==> config.mk <==
export PLATFORM = sky130hd
export DESIGN_NAME = fifo_wr_arbiter
export DESIGN_NICKNAME = d
export VERILOG_FILES = /design/src/rtl/fifo_arb_pkg.sv /design/src/rtl/fifo_rr_picker.sv /design/src/rtl/fifo_wr_arbiter.sv
export SDC_FILE = /design/constraint.sdc
export NUM_CORES = 1
export LEC_CHECK = 0
export ABC_AREA = 1
export ABC_CLOCK_PERIOD_IN_PS = 1800
export CAP_MARGIN = 20
export CELL_PAD_IN_SITES_DETAIL_PLACEMENT = 1
export CELL_PAD_IN_SITES_GLOBAL_PLACEMENT = 1
export CORE_UTILIZATION = 26
export CTS_CLUSTER_SIZE = 12
export DETAILED_ROUTE_END_ITERATION = 8
export PLACE_DENSITY = 0.81
export SLEW_MARGIN = 15
export SYNTH_ARGS = -nofsm -noshare
export SYNTH_HDL_FRONTEND = slang
export SYNTH_HIERARCHICAL = 1
export SYNTH_SLANG_ARGS = --single-unit
==> constraint.sdc <==
create_clock -name clk -period 1.8 [get_ports clk]
set_input_delay 0.36 -clock clk [delete_from_list [all_inputs] [get_ports clk]]
set_output_delay 0.36 -clock clk [all_outputs]
set_load 0.01 [all_outputs]
==> src/rtl/fifo_arb_pkg.sv <==
// Shared types and width helpers for the FIFO write-port arbiter.
package fifo_arb_pkg;

   typedef enum logic {
      ST_IDLE  = 1'b0,
      ST_BURST = 1'b1
   } arb_state_e;

   localparam int DATA_W_DEF = 8;

   function automatic int id_w(input int num_req);
      return (num_req > 1) ? $clog2(num_req) : 1;
   endfunction

   function automatic int cnt_w(input int max_burst);
      return $clog2(max_burst + 1);
   endfunction

endpackage

==> src/rtl/fifo_rr_picker.sv <==
// Combinational rotate-priority search: first set request at or above ptr_i, with wrap.
module fifo_rr_picker #(
   parameter int NUM_REQ = 4,
   parameter int ID_W    = 2
) (
   input  logic [NUM_REQ-1:0] req_i,
   input  logic [ID_W-1:0]    ptr_i,
   output logic               found_o,
   output logic [ID_W-1:0]    idx_o
);

   // Walk offsets from farthest to nearest so the nearest hit wins.
   always_comb begin
      found_o = 1'b0;
      idx_o   = '0;
      for (int k = NUM_REQ - 1; k >= 0; k--) begin
         int c;
         c = int'(ptr_i) + k;
         if (c >= NUM_REQ) c = c - NUM_REQ;
         if (req_i[c]) begin
            found_o = 1'b1;
            idx_o   = ID_W'(c);
         end
      end
   end

endmodule

==> src/rtl/fifo_wr_arbiter.sv <==
// Round-robin burst arbiter sharing one FIFO write port among NUM_REQ producers.
module fifo_wr_arbiter
   import fifo_arb_pkg::*;
#(
   parameter  int NUM_REQ   = 4,
   parameter  int DATA_W    = DATA_W_DEF,
   parameter  int MAX_BURST = 4,
   localparam int ID_W      = id_w(NUM_REQ),
   localparam int CNT_W     = cnt_w(MAX_BURST)
) (
   input  logic                      clk,
   input  logic                      rst_n,
   input  logic [NUM_REQ-1:0]        req_valid_i,
   input  logic [NUM_REQ*DATA_W-1:0] req_data_i,
   output logic [NUM_REQ-1:0]        req_ready_o,
   input  logic                      fifo_full_i,
   output logic                      fifo_wr_en_o,
   output logic [DATA_W-1:0]         fifo_data_o,
   output logic                      grant_valid_o,
   output logic [ID_W-1:0]           grant_id_o
);

   arb_state_e       state_q;
   logic [ID_W-1:0]  grant_id_q;
   logic             grant_valid_q;
   logic [ID_W-1:0]  rr_ptr_q;
   logic [ID_W-1:0]  rr_ptr_d;
   logic [CNT_W-1:0] beat_cnt_q;
   logic [CNT_W-1:0] beat_cnt_d;

   logic             pick_found;
   logic [ID_W-1:0]  pick_idx;
   logic             gnt_valid;
   logic [DATA_W-1:0] gnt_data;
   logic             xfer;
   logic             burst_end;

   fifo_rr_picker #(
      .NUM_REQ (NUM_REQ),
      .ID_W    (ID_W)
   ) u_picker (
      .req_i   (req_valid_i),
      .ptr_i   (rr_ptr_q),
      .found_o (pick_found),
      .idx_o   (pick_idx)
   );

   always_comb begin
      gnt_valid   = 1'b0;
      gnt_data    = '0;
      req_ready_o = '0;
      for (int i = 0; i < NUM_REQ; i++) begin
         if (grant_id_q == ID_W'(i)) begin
            gnt_valid      = req_valid_i[i];
            gnt_data       = req_data_i[i*DATA_W +: DATA_W];
            req_ready_o[i] = grant_valid_q && !fifo_full_i;
         end
      end
   end

   assign xfer      = grant_valid_q && gnt_valid && !fifo_full_i;
   assign burst_end = grant_valid_q &&
                      (!gnt_valid || (xfer && beat_cnt_q == CNT_W'(MAX_BURST - 1)));
   assign beat_cnt_d = xfer ? beat_cnt_q + 1'b1 : beat_cnt_q;
   // Explicit wrap keeps non-power-of-2 NUM_REQ in range.
   assign rr_ptr_d  = (grant_id_q == ID_W'(NUM_REQ - 1)) ? '0 : grant_id_q + 1'b1;

   assign fifo_wr_en_o  = xfer;
   assign fifo_data_o   = grant_valid_q ? gnt_data : '0;
   assign grant_valid_o = grant_valid_q;
   assign grant_id_o    = grant_id_q;

   always_ff @(posedge clk or negedge rst_n) begin
      if (!rst_n) begin
         state_q       <= ST_IDLE;
         grant_id_q    <= '0;
         grant_valid_q <= 1'b0;
         rr_ptr_q      <= '0;
         beat_cnt_q    <= '0;
      end else begin
         case (state_q)
            ST_IDLE: begin
               if (pick_found) begin
                  grant_id_q    <= pick_idx;
                  grant_valid_q <= 1'b1;
                  beat_cnt_q    <= '0;
                  state_q       <= ST_BURST;
               end
            end
            ST_BURST: begin
               beat_cnt_q <= beat_cnt_d;
               if (burst_end) begin
                  state_q       <= ST_IDLE;
                  grant_valid_q <= 1'b0;
                  rr_ptr_q      <= rr_ptr_d;
               end
            end
            default: state_q <= ST_IDLE;
         endcase
      end
   end

endmodule

==> results.cfg <==
[setup_path]
critPathMaxStageDelay_ps = 450
worst_setup_path_start_kind = register
worstSetupPathType = register to output pin
crit_family = buffers and inverters
critical_path_arrival_ps = 1710
critical_path.most_common_cell = o21ai_1
timing.critical_path.buf_inv = 4
slowest_stage = dfrtp_2
end_kind = output pin
cp_cell_sequence = inv_4 -> ha_2 -> inv_6 -> buf_4 -> o21ai_1 -> o21ai_1 -> a21oi_1 -> buf_2
crit_required_ps = 1440
cp_max_fo = 17

[cells_and_area]
final_cells = 304
final_area_um2 = 1960
fill_cells = 492
final_nets = 302
layout-drive-gt1-share = 0.324
area_delta_synth_final_pct = 84.8
diodes = 0

[logic_synthesis]
synthTopCellsByArea = dfrtp_1, nand2_1, o21ai_0
ys_warn_count = 6
syn-num-nets = 216
syn_area_um2 = 1060
yosys_register_bits = 9
synth_cell_types = 25
yosysTopAreaCellShare = 0.212
syn_avg_cell_area_um2 = 6.20
yosys.area.top_type = dfrtp_1
ys_seq_area_frac = 0.212
syn_inst = 171

[clock_network]
clk_pin_slew_worst_paths_ps = 50
cts_hold_buffers = 0
root_buffer = clkbuf_8
htreeDepth = 1
clock_sinks = 9
cts_tree = yes
clock_latency_ps = 240
clock_path_buffers = 2
cts_inserted_buffers = 3

[global_route]
grt_pass1_vias = 1435
grt_use_total = 0.210
grt_first_pass_wirelength_um = 7010
grt_start_max_net_pins = 18
grt-ovfl-total = 0
antenna_found_initial = 0

[hold_path]
hold_path.class = primary input to async pin

[power]
peakVddDrop_mv = 0.353
leakagePower_uw = 0.000971
p_per_area_nw_per_um2 = 298
power_uw = 585

[place]
io_buffers = 54
place_hpwl_um = 3360
placed_area_um2 = 1810
globalplace.congestion = 0.844
dp_cells = 292

[timing]
fmax_mhz = 484
setup_viol = 11
finClkSkew_ps = 4.16
drv_slew = 0
slew_headroom = 0.709
min_period_over_period = 1.15
rsz0062_at_grt = yes
hold_viol_final = 0
tightest_slew_ps = 435
layout_setup_ws_ps = -266
final.min_clock_period_ps = 2070

[drt]
vias = 1438
antenna_left = 0
drt_iter0_drc = 43
routed_wl_um = 4460
route.detailed.drc = 0
drt_first_pass_iters = 4
via_per_inst = 4.73
wl_per_cell_um = 14.7

[floorplanning]
rows = 22
io_pins = 55
start_util = 0.279
chipHeight_um = 65.9
coreArea_um2 = 3800
die-width_um = 65.9
die_area_um2 = 4340

[job]
cap_violations = 0

[status]
status = finished with violations
violations = setup timing
-- Yosys cell counts --
| master | n |
|---|---|
| nand3_2 | 2 |
| nand4_1 | 1 |
| a21boi_1 | 1 |
| dfrtp_1 | 9 |
| ha_1 | 6 |
| or2_1 | 1 |
| inv_4 | 1 |
| buf_4 | 1 |
| nand2_4 | 2 |
| clkinv_2 | 1 |
| inv_1 | 17 |
| a21oi_1 | 20 |
| o21ai_1 | 2 |
| o21ai_2 | 1 |
| o21a_1 | 1 |
| clkbuf_1 | 3 |
| inv_2 | 3 |
| o21ai_0 | 23 |
| nor2_8 | 1 |
| nand2_2 | 5 |
| and2_4 | 1 |
| buf_6 | 2 |
| nand3_1 | 14 |
| nor2_1 | 17 |
| nand2_1 | 36 |
-- layer usage --
metal	share of wire	vias to the layer above	track usage
li1	-	734	-
met2	0.50	26	0.371
met4	0.015	0	0.0353
met5	0	-	0
met1	0.46	670	0.269
met3	0.026	8	0.0293
-- area by class of cell --
| cell class | instances | area, µm² | area share |
|---|---|---|---|
| sequential | 9 | 226 | 0.116 |
| clock buffer | 4 | 45.0 | 0.0230 |
| tap | 48 | 60.1 | 0.0306 |
| inverter | 22 | 96.3 | 0.0491 |
| multi-input combinational | 134 | 782 | 0.399 |
| timing repair buffer | 87 | 751 | 0.383 |
-- through the flow --
step	utilization	hold slack, ps	worst slack (ps)	TNS [ps]
finish	0.516	432	-266	-1850
global route	0.516	461	-351	-2940
CTS	0.501	450	-223	-1870
detailed placement	0.476	505	-558	-7220
global placement	0.476	484	-480	-6100
floorplan	-	64.4	38.8	0
-- path summary, 6_finish.rpt --
check,start,to,slack (ps),cells past startpoint
max,grant_id_o[0],fifo_data_o[3],-270,8
min,rst_n,rr_ptr_q[0],430,1
max reg2reg,rr_ptr_q[0],grant_id_o[0],130,11
min reg2reg,beat_cnt_q[2],beat_cnt_q[2],520,2
max in group asynchronous,rst_n,grant_id_o[0],1040,1
min in group clk,beat_cnt_q[2],beat_cnt_q[2],520,2
-- repair_timing --
item,CTS,global route
pin swaps,1,11
endpoints found under the setup margin,16,18
buffers inserted,2,5
gates cloned,1,0
resized for setup,81,17
-- cell usage in the layout (no fill, tap or decap), types with 3 or more instances in the layout --
master           count
inv_1               14
inv_2                4
ha_4                 3
o21ai_1             18
buf_2               11
clkbuf_8             3
o21ai_0              7
nand2_4              3
nor2_1              17
a21oi_2              5
buf_4               29
nand2_2              8
a21oi_1             15
nand3_1             14
clkdlybuf4s50_1     41
nand2_1             32
buf_6                5
dfrtp_1              8
-- logic make-up (layout without fill, tap and decap cells) --
group                    Yosys count  in the layout  synth area share
AO/OA/AOI/OAI                     48             48             0.235
adder cells (fa/ha/maj)            6              6            0.0708
buffers and inverters             28            113             0.120
flip-flops                         9              9             0.212
AND/OR/NAND/NOR                   80             80             0.362
-- state kept, by name, summed over array words and instances, names as in the netlist --
register and flops:
beat_cnt_q 3, grant_id_o 2, rr_ptr_q 2, grant_valid_o 1, state_q 1
-- report_power, final --
part / switching [µW] / internal, µW / leakage, µW
logic: 43.7 / 95.5 / 0.000838
registers: 0 / 203 / 0.000110
clock network: 87.6 / 155 / 0.0000228
total: 131 / 453 / 0.000971
Power figures use the tool's default switching activity.
